**config.mk**
```make
export PLATFORM = sky130hd
export DESIGN_NAME = multiplier
export DESIGN_NICKNAME = d
export VERILOG_FILES = /design/src/rtl/multiplier_pkg.sv /design/src/rtl/multiplier_mul_step.sv /design/src/rtl/multiplier.sv
export SDC_FILE = /design/constraint.sdc
export NUM_CORES = 1
export LEC_CHECK = 0
export BUFFER_PORTS_ARGS = -buffer_cell sky130_fd_sc_hd__buf_2
export CAP_MARGIN = 30
export CORE_MARGIN = 4
export CORE_UTILIZATION = 57
export CTS_CLUSTER_SIZE = 28
export DETAILED_ROUTE_END_ITERATION = 10
export GPL_TIMING_DRIVEN = 1
export PLACE_DENSITY = 0.78
export SYNTH_ARGS = -nofsm -noshare
export SYNTH_HDL_FRONTEND = slang
export SYNTH_SLANG_ARGS = --single-unit
```
**constraint.sdc**
```tcl
create_clock -name i_clock -period 2.8 [get_ports i_clock]
set_clock_uncertainty 0.2 [all_clocks]
set_input_delay 0.28 -clock i_clock [delete_from_list [all_inputs] [get_ports i_clock]]
set_output_delay 0.28 -clock i_clock [all_outputs]
set_load 0.02 [all_outputs]
```
**src/rtl/multiplier_pkg.sv**
```systemverilog
// Shared types and sizing helpers for the sequential shift-and-add multiplier.
package multiplier_pkg;

  typedef enum logic {
    IDLE = 1'b0,
    RUN  = 1'b1
  } state_t;

  // Wide enough to hold the step count BITS without wrapping.
  function automatic int cnt_width(input int bits);
    return $clog2(bits) + 1;
  endfunction

endpackage

```
**src/rtl/multiplier_mul_step.sv**
```systemverilog
// One shift-and-add step: sum = acc + (sel ? addend : 0).
module mul_step #(
  parameter int W = 8
) (
  input  logic [W-1:0] acc,
  input  logic [W-1:0] addend,
  input  logic         sel,
  output logic [W-1:0] sum
);

  assign sum = acc + (sel ? addend : '0);

endmodule

```
**src/rtl/multiplier.sv**
```systemverilog
// Unsigned sequential multiplier retiring one multiplier bit per clock;
// the product is registered and held with o_finished until the next start.
module multiplier
  import multiplier_pkg::*;
#(
  parameter int BITS = 4
) (
  input  logic              i_clock,
  input  logic              i_reset,
  input  logic              i_start,
  input  logic [BITS-1:0]   i_multiplicand,
  input  logic [BITS-1:0]   i_multiplier,
  output logic [2*BITS-1:0] o_product,
  output logic              o_finished,
  output logic              o_busy
);

  localparam int W  = 2 * BITS;
  localparam int CW = cnt_width(BITS);
  localparam logic [CW-1:0] LAST = CW'(BITS - 1);

  state_t          state, next_state;
  logic [CW-1:0]   count;
  logic [W-1:0]    acc;
  logic [W-1:0]    a_sh;   // multiplicand pre-shifted to the weight of the next bit
  logic [BITS-1:0] b_sh;   // remaining multiplier bits, current bit at [0]

  logic            accept;
  logic            last;
  logic [W-1:0]    step_acc;
  logic [W-1:0]    step_addend;
  logic            step_sel;
  logic [W-1:0]    sum;
  logic [W-1:0]    a_ext;

  assign a_ext  = {{BITS{1'b0}}, i_multiplicand};
  assign accept = (state == IDLE) && i_start;
  assign last   = accept ? (BITS == 1) : (count == LAST);
  assign o_busy = (state == RUN);

  // Bit 0 is folded into the accepting edge, so the step unit sees the raw
  // operands then; afterwards it works from the running registers.
  always_comb begin
    step_acc    = acc;
    step_addend = a_sh;
    step_sel    = b_sh[0];
    if (accept) begin
      step_acc    = '0;
      step_addend = a_ext;
      step_sel    = i_multiplier[0];
    end
  end

  mul_step #(.W(W)) u_step (
    .acc    (step_acc),
    .addend (step_addend),
    .sel    (step_sel),
    .sum    (sum)
  );

  always_comb begin
    next_state = state;
    case (state)
      IDLE:    if (i_start) next_state = (BITS == 1) ? IDLE : RUN;
      RUN:     if (last)    next_state = IDLE;
      default: next_state = IDLE;
    endcase
  end

  always_ff @(posedge i_clock or posedge i_reset) begin
    if (i_reset) state <= IDLE;
    else         state <= next_state;
  end

  always_ff @(posedge i_clock or posedge i_reset) begin
    if (i_reset) begin
      count      <= '0;
      acc        <= '0;
      a_sh       <= '0;
      b_sh       <= '0;
      o_product  <= '0;
      o_finished <= 1'b0;
    end else if (accept || state == RUN) begin
      acc   <= sum;
      count <= accept ? CW'(1) : count + 1'b1;
      a_sh  <= accept ? (a_ext << 1) : (a_sh << 1);
      b_sh  <= accept ? (i_multiplier >> 1) : (b_sh >> 1);
      if (accept) o_finished <= 1'b0;
      if (last) begin
        o_product  <= sum;
        o_finished <= 1'b1;
      end
    end
  end

endmodule

```
Yosys cells after proc, flatten, opt, wreduce, memory -nomap -nowiden:

Index checks and enable logic that the tools add are counted.

* flip-flop bits (word level): 33
* bits in latches: 0
* bits in writable memories: 0
* bits in read-only memories: 0
* input bits: 11
* output and inout bits: 10
* memories kept: 0

* $add $sub $neg: 2
* $mul: 0
* div/mod/pow operators: 0
* order comparisons: 0
* eq/ne operators: 1
* shift-type cells: 0
* multiplexer cells: 13
* bitwise operators: 1
* reduce and logical (&&, ||, !) cells: 5

Operator list (number)
* $mux W8: 4
* $add A8 B8 Y8: 1
* $mux W1: 6
* $mux W3: 2
* $reduce_and A2 Y1: 2
* $add A3 B1 Y3 const B: 1
* $eq A3 B2 Y1 const B: 1
* $pmux W1 S2: 1
* $reduce_bool A2 Y1: 1
* $logic_and A1 B1 Y1: 1
* $logic_or A1 B1 Y1: 1
* $not A1 Y1: 1

Longest topological paths before layout:

Gate-level depths: netlist of the first run.

* depth in word-level cells: 5
* gate-level depth with buffers: 12
* depth with buffers taken out: 10

Modules after synthesis:

Synthesis of the first run repeated with hierarchy kept, for this count alone.

* cell total of the unflattened synthesis: 163
* area total of the unflattened synthesis: 1773.0 um2

Modules (own cells, without submodules)
* multiplier: times used 1, cells each 116, area an instance 1426.4 um2, sequential area each 775.7 um2
* mul_step: times used 1, cells each 47, area an instance 346.6 um2, sequential area each 0.0 um2

Worst setup path before layout of the first run:

No wires, ideal clock.

* kind: reg2reg
* start: reg state (netlist: o_busy)
* end: reg acc[6]
* setup time: 0.095 ns
* data arrival time: 2.398 ns
* data required time: 2.505 ns
* setup slack: 0.106 ns
* stages on the path, launching flop included: 12
* buffers on the path: 1
* period minus slack after synthesis: 2.694 ns
* cells stage by stage: dfrtp_1 clkbuf_1 nor2b_1 and3_1 ha_1 inv_1 fa_1 nor2b_4 o31a_1 o21a_1 o21a_1 o31ai_1

* longest elaborated chain between the ends: 5
* elaborated cells between the ends (all ways): 8

RTL lines
* from (decl): RTL line multiplier.sv:22 `state_t state, next_state;`
* from (signal assigned): RTL line multiplier.sv:72 `else state <= next_state;`
* $not A1 Y1: RTL line multiplier.sv:37 `assign accept = (state == IDLE) && i_start;`
* $logic_and A1 B1 Y1: RTL line multiplier.sv:37
* $mux W8 / $mux W1 (equally long branches): RTL line multiplier.sv:47 `if (accept) begin`
* $mux W8: RTL line multiplier_mul_step.sv:11 `assign sum = acc + (sel ? addend : '0);`
* $add A8 B8 Y8: RTL line multiplier_mul_step.sv:11
* to (signal assigned): RTL line multiplier.sv:84 `acc <= sum;`
* to (decl): RTL line multiplier.sv:24 `logic [W-1:0] acc;`

Several ways; a longest one is shown, not always the timed one.
A chain may end at the register's enable or synchronous reset.

Worst setup path after layout of the first run:

Same ends and word-level chain as after synthesis.

==> flow_summary.json, run 1 <==
{
  "maxCapViolCount": 0,
  "portBuffers": 20,
  "synth_edf_count": 0,
  "synth_top_area_cell": "dfrtp_1",
  "first_pass_iters": 4,
  "areaGrowthSynthToFinish_pct": 16.1,
  "htree_levels": 2,
  "hold_path.class": "in2reg",
  "busiest_layer": "met2",
  "synth_seq_area_share_pct": 46.7,
  "stdcell_area_um2": 1930,
  "synth_area_leaders": "dfrtp_1 47%, ha_1 6.8%, mux2_2 5.4%",
  "grt_pass1_wl_um": 5580,
  "synth.most_common_cell": "dfrtp_1",
  "place_congestion": 0.918,
  "power_leakage_nw": 0.982,
  "clockRootBuffer": "clkbuf_4",
  "grt-ovfl-total": 0,
  "use_met1_pct": 25.0,
  "ys_async_sr_fraction_pct": 100,
  "synth.area.mux_share_pct": 10.2,
  "wl_per_cell_um": 14.6,
  "finalCritPeriodShare_pct": 94.6,
  "ant_nets": 0,
  "dp_hpwl_um": 2500,
  "cts_tree": "done",
  "die_w_um": 62.0,
  "grt_pass1_vias": 1293,
  "min_period_ps": 2650,
  "synthAdderAreaFrac_pct": 7.99,
  "worst-r2r-setup-slack_ps": 150,
  "grt.met2_usage_pct": 32.1,
  "worstHoldStart": "i_multiplicand[0]",
  "drive_gt1_share_pct": 23.3,
  "n_antenna_cell": 0,
  "ys_warn_count": 0,
  "path_class": "reg2reg",
  "synth_compound_area_share_pct": 11.9,
  "final_nets": 213,
  "yosys.area_share.simple_pct": 16.7,
  "netlist_instances": 165,
  "r2r-start": "o_busy$_DFF_PP0_",
  "setup.worst_path.start_class": "register",
  "max_slew_margin_pct": 61.6,
  "synthXorXnorAreaFrac_pct": 3.17,
  "hold_path_depth": 3,
  "syn_nets": 186,
  "antenna_found_initial": 0,
  "clk_pin_slew_worst_paths_ps": 100,
  "status": "finished, final reports clean",
  "max_freq_ghz": 0.378,
  "met3_usage_pct": 7.02,
  "die_h_um": 62.0,
  "clk_latency_ps": 340,
  "cp.required_ps": 2840,
  "fin_setup_tns_ps": 0,
  "worst_pin_slew_ps": 576,
  "wirelength_um": 3270,
  "reg2reg_to": "acc[6]$_DFFE_PP0N_",
  "arrival_ps": 2690,
  "setup_viol": 0,
  "die-area_um2": 3840,
  "post_synth_num_cell_types": 30,
  "grt_start_max_net_pins": 21,
  "endpoint_kind": "register",
  "clockBufferDepth": 2,
  "via_per_inst": 5.70,
  "placed_area_um2": 1810,
  "via_count": 1276,
  "rr_worst_depth": 10,
  "drcViolationCount": 0,
  "min_to": "a_sh[1]$_DFFE_PP0N_",
  "num_io_pins": 21,
  "core_region_area_um2": 2780,
  "synth_top_family_by_area": "simple AND/OR/NAND/NOR gates",
  "powerDensity_nw_per_um2": 938,
  "cts_buffers": 5,
  "fp-row-count": 19,
  "cts_num_sinks": 31,
  "mappedNetlistArea_um2": 1660,
  "peakVddDrop_mv": 0.748,
  "grt.total_usage_pct": 20.3,
  "drt-initial-drc-count": 66,
  "drv_slew": 0,
  "start_util_pct": 59.7,
  "hold_viol": 0,
  "rsz0062_at_grt": "false",
  "synth_top_flop_cell": "dfrtp_1",
  "syn_area_per_cell_um2": 10.1,
  "ys_seq_elements": 31,
  "synth_common_cells": "31 x dfrtp_1, 21 x nand2_1, 13 x o21ai_0",
  "synth_top_area_share_pct": 46.7,
  "path_max_fanout": 8
}
[stage by stage]
stage          hold WS, ps  setup WS [ps]  std cells  power (mW)  util [%]
6_report              22.2            152        224        1.81      69.3
5_1_grt               57.0           17.5        224        1.95      69.3
3_3_place_gp           160            271        214        1.40      65.1
2_1_floorplan          184            106        165        1.23         -
4_1_cts               21.4            121        224        1.82      69.0
3_5_place_dp           187            156        214        1.44      65.1
[critical path, stage by stage (launching register included)]
cell and delay, ps:
dfrtp_1 410, nand2b_1 220, buf_4 190, nand3_1 80, nand2_1 80, ha_1 340, nor2b_4 150, o31a_1 250
o21a_1 190, o21a_1 180, o31ai_1 270
[worst max-delay path by stage]
| stage | startpoint | endpoint | cells after the start |
|---|---|---|---|
| 2_1_floorplan | o_busy$_DFF_PP0_ | acc[6]$_DFFE_PP0N_ | 11 |
| 3_3_place_gp | o_busy$_DFF_PP0_ | o_product[6]$_DFFE_PP0P_ | 9 |
| 3_5_place_dp | o_busy$_DFF_PP0_ | acc[6]$_DFFE_PP0N_ | 9 |
| 4_1_cts | o_busy$_DFF_PP0_ | acc[6]$_DFFE_PP0N_ | 9 |
| 5_1_grt | o_busy$_DFF_PP0_ | acc[6]$_DFFE_PP0N_ | 10 |
| 6_report | o_busy$_DFF_PP0_ | acc[6]$_DFFE_PP0N_ | 10 |
[cell usage in the layout, fill, tap and decap left out, types with 2 or more instances in the layout]
cell           synthesis  routed
a21o_1                 2       2
a21oi_1                7       7
and2_1                 6       6
and3_1                 5       5
buf_2                  2      20
buf_4                  0       6
clkbuf_4               0       5
dfrtp_1               31      31
dlygate4sd3_1          0       2
ha_1                   9       9
inv_1                  6       6
mux2_2                 8       8
mux2i_1                8       8
nand2_1               21      21
nand2b_1               5       5
nand3_1                6       6
nor2_1                 6       6
nor3_1                 2       2
o21a_1                 3       3
o21ai_0               13      13
o31ai_1                3       3
xnor2_1                4       4
xor2_1                 2       2
[final cells by class]
cell class              instances  area, um2
repair buffers                 28        165
multi-input cells             120        838
fillers                       243        855
clock inverters                 2       35.0
flip-flops and latches         31        776
well taps                      31       38.8
inverters                       6       22.5
clock buffers                   6       51.3
[state kept, by name, summed over array words and instances, names as in the netlist]
register / flops
o_product: 8
count: 3
b_sh: 3
o_busy: 1
acc: 8
o_finished: 1
a_sh: 7
[metal layers]
metal / wire length [um] / part of all wire [%] / vias to the layer above
li1: - / - / 626
met1: 1430 / 44 / 622
met2: 1640 / 50 / 19
met3: 126 / 3.9 / 9
met4: 75 / 2.3 / 0
met5: 0 / 0 / -
[report_power, final]
group / internal [mW] / switching, mW / leakage, nW
Clock: 0.211 / 0.158 / 0.0482
Sequential: 0.613 / 0.100 / 0.401
Combinational: 0.319 / 0.407 / 0.533
[kinds of logic (layout without fill, tap and decap cells)]
kind of cell | Yosys count | in the layout
AOI/OAI and AO/OA | 33 | 33
xor gates and xnor gates | 6 | 6
adders and majority gates | 10 | 10
buffers and inverters | 14 | 42
DFF | 31 | 31
muxes | 16 | 16
and+or+nand+nor | 55 | 55
[repair_timing]
item                                    in CTS  in global routing
hold buffers                                 2                  0
hold endpoints to repair                    16                  0
setup buffers                                0                  0
resized for setup                            0                  2
endpoints found under the setup margin       0                  4
(Power assumes the default switching activity.)
==> run 2, diff against run 1 <==
Clock period 2.8 ns to 2.6 ns, I/O delays scaled along.
==> run 2 against run 1 <==
Hold slack got worse by 11 ps. Critical path depth unchanged. First-iteration DRC count decreased by 32%. Utilization increased by 0.67 points. Final cell count increased by 0.89%. Clock-buffer cell count unchanged. Maximum frequency increased by 4.9%. Clock power decreased by 26%. Sequential share of layout area decreased by 0.32 points. Power increased by 2.4%. Critical endpoint is now o_product[6]$_DFFE_PP0P_. Largest power group unchanged. Highest routed layer unchanged.
==> flow_summary.json, run 2 (synthesized netlist as in run 1, its figures left out) <==
{
  "drt-initial-drc-count": 45,
  "fin_setup_tns_ps": 0,
  "finalCritPeriodShare_pct": 97.0,
  "ff_latch_area_um2": 777,
  "via_per_inst": 5.72,
  "peakVddDrop_mv": 0.774,
  "drcViolationCount": 0,
  "die_h_um": 62.0,
  "powerDensity_nw_per_um2": 951,
  "num_io_pins": 21,
  "arrival_ps": 2560,
  "hold_path.class": "in2reg",
  "antenna_found_initial": 0,
  "nFillCells": 207,
  "dp_cells": 215,
  "p_sw_uw": 724,
  "power.internal_mw": 1.13,
  "worst_pin_slew_ps": 494,
  "clockBufferDepth": 2,
  "first_pass_iters": 4,
  "ant_nets": 0,
  "endpoint_kind": "register",
  "p_comb_share_pct": 44.0,
  "path_class": "reg2reg",
  "fin_cells": 226,
  "path_max_fanout": 7,
  "preCtsSetupSlack_ps": -42.0,
  "areaGrowthSynthToFinish_pct": 17.2,
  "wirelength_um": 3530,
  "largestRegisters": "acc x8, o_product x8, a_sh x7",
  "dp_hpwl_um": 2590,
  "grt-ovfl-total": 0,
  "p_sw_share_pct": 39.1,
  "htree_levels": 2,
  "fp-row-count": 19,
  "placed_area_um2": 1820,
  "final_common_cell": "dfrtp_1",
  "rsz0062_at_grt": "true",
  "drive_gt1_share_pct": 27.2,
  "cts_buffers": 5,
  "cts_num_sinks": 31,
  "maxCapViolCount": 0,
  "place_congestion": 0.965,
  "portBuffers": 20,
  "mostFrequentLayoutCells": "30 x dfrtp_1, 21 x nand2_1, 20 x buf_2, 13 x o21ai_0",
  "die-area_um2": 3840,
  "stdcell_area_um2": 1950,
  "post-route-util_pct": 70.0,
  "cp.required_ps": 2640,
  "via_count": 1292,
  "grt_pass1_wl_um": 5590,
  "wl_per_cell_um": 15.6,
  "die_w_um": 62.0,
  "hold_viol": 0,
  "grt_pass1_vias": 1256,
  "setup_slack_ps": 77.2,
  "start_util_pct": 59.7,
  "clk_pin_slew_worst_paths_ps": 100,
  "final_nets": 215,
  "setup.worst_path.start_class": "register",
  "core_region_area_um2": 2780,
  "min_period_ps": 2520,
  "grt.total_usage_pct": 20.7,
  "max_freq_ghz": 0.396,
  "setup_viol": 0,
  "grt_start_max_net_pins": 31,
  "clk_latency_ps": 340,
  "clkPwrFrac_pct": 14.6,
  "n_antenna_cell": 0,
  "multi_input_area_um2": 873,
  "drv_slew": 0,
  "clockRootBuffer": "clkbuf_4",
  "power_leakage_nw": 0.980,
  "seqPwrFrac_pct": 41.4,
  "cts_tree": "done",
  "status": "finished, final reports clean",
  "max_slew_margin_pct": 67.0
}
## run 2: cell types whose count changed in the layout (fill, tap and decap cells not counted), sizes merged
cell and change:
bufinv -1, clkinvlp +1, buf +2
## run 2: layer usage
| metal | share of wire (%) | vias to the layer above | track usage [%] |
|---|---|---|---|
| met4 | 2.4 | 0 | 8.48 |
| met3 | 3.9 | 10 | 6.82 |
| met5 | 0 | - | 0 |
| met2 | 51 | 29 | 34.2 |
| met1 | 42 | 622 | 24.9 |
| li1 | - | 631 | - |
## run 2: power groups by stage
stage	Clock (mW)	Combinational, mW	Sequential (mW)
3_5_place_dp	0	0.788	0.775
5_1_grt	0.301	0.916	0.786
3_3_place_gp	0	0.747	0.764
6_report	0.271	0.813	0.766
4_1_cts	0.277	0.808	0.765
2_1_floorplan	0	0.507	0.823
## run 2: area by class of cell
cell class                      count  share of cell area [%]
Clock buffer                        6                    2.12
Inverter                            6                    1.16
Sequential cell                    31                    39.9
Multi-Input combinational cell    120                    44.9
Timing Repair Buffer               30                    9.26
Tap cell                           31                    1.99
Clock inverter                      2                   0.643
## run 2: through the flow
stage / hold WS, ps / power, mW
2_1_floorplan: 163 / 1.33
3_5_place_dp: 116 / 1.56
6_report: 11.3 / 1.85
3_3_place_gp: 89.5 / 1.51
4_1_cts: 6.77 / 1.85
5_1_grt: 4.21 / 2.00
## run 2: worst max-delay path, cell delays in order, from the launching register on
cell	delay, ps
dfrtp_2	430
nand2b_4	170
and2_1	160
ha_1	210
inv_1	110
fa_2	250
nor2b_4	40
o31a_1	250
o21a_1	190
o21a_1	180
o31ai_1	230
## run 2: final timing paths
path	slack [ps]	end	startpoint	cells after the start
worst min register to register	280	o_product[1]$_DFFE_PP0P_	o_product[1]$_DFFE_PP0P_	2
max in group asynchronous	1270	a_sh[3]$_DFFE_PP0N_	i_reset	4
min in group asynchronous	280	o_product[0]$_DFFE_PP0P_	i_reset	3
worst max register to register	80	o_product[6]$_DFFE_PP0P_	o_busy$_DFF_PP0_	10
worst min-delay path	10	a_sh[1]$_DFFE_PP0N_	i_multiplicand[0]	3
worst max-delay path	80	o_product[6]$_DFFE_PP0P_	o_busy$_DFF_PP0_	10
## run 2: what timing repair did
item | 4_1_cts | 5_1_grt
buffers inserted | 0 | 1
hold endpoints to repair | 13 | 0
resized for setup | 3 | 5
setup endpoints to repair | 6 | 6
pin swaps | 1 | 3
hold buffers | 2 | 0
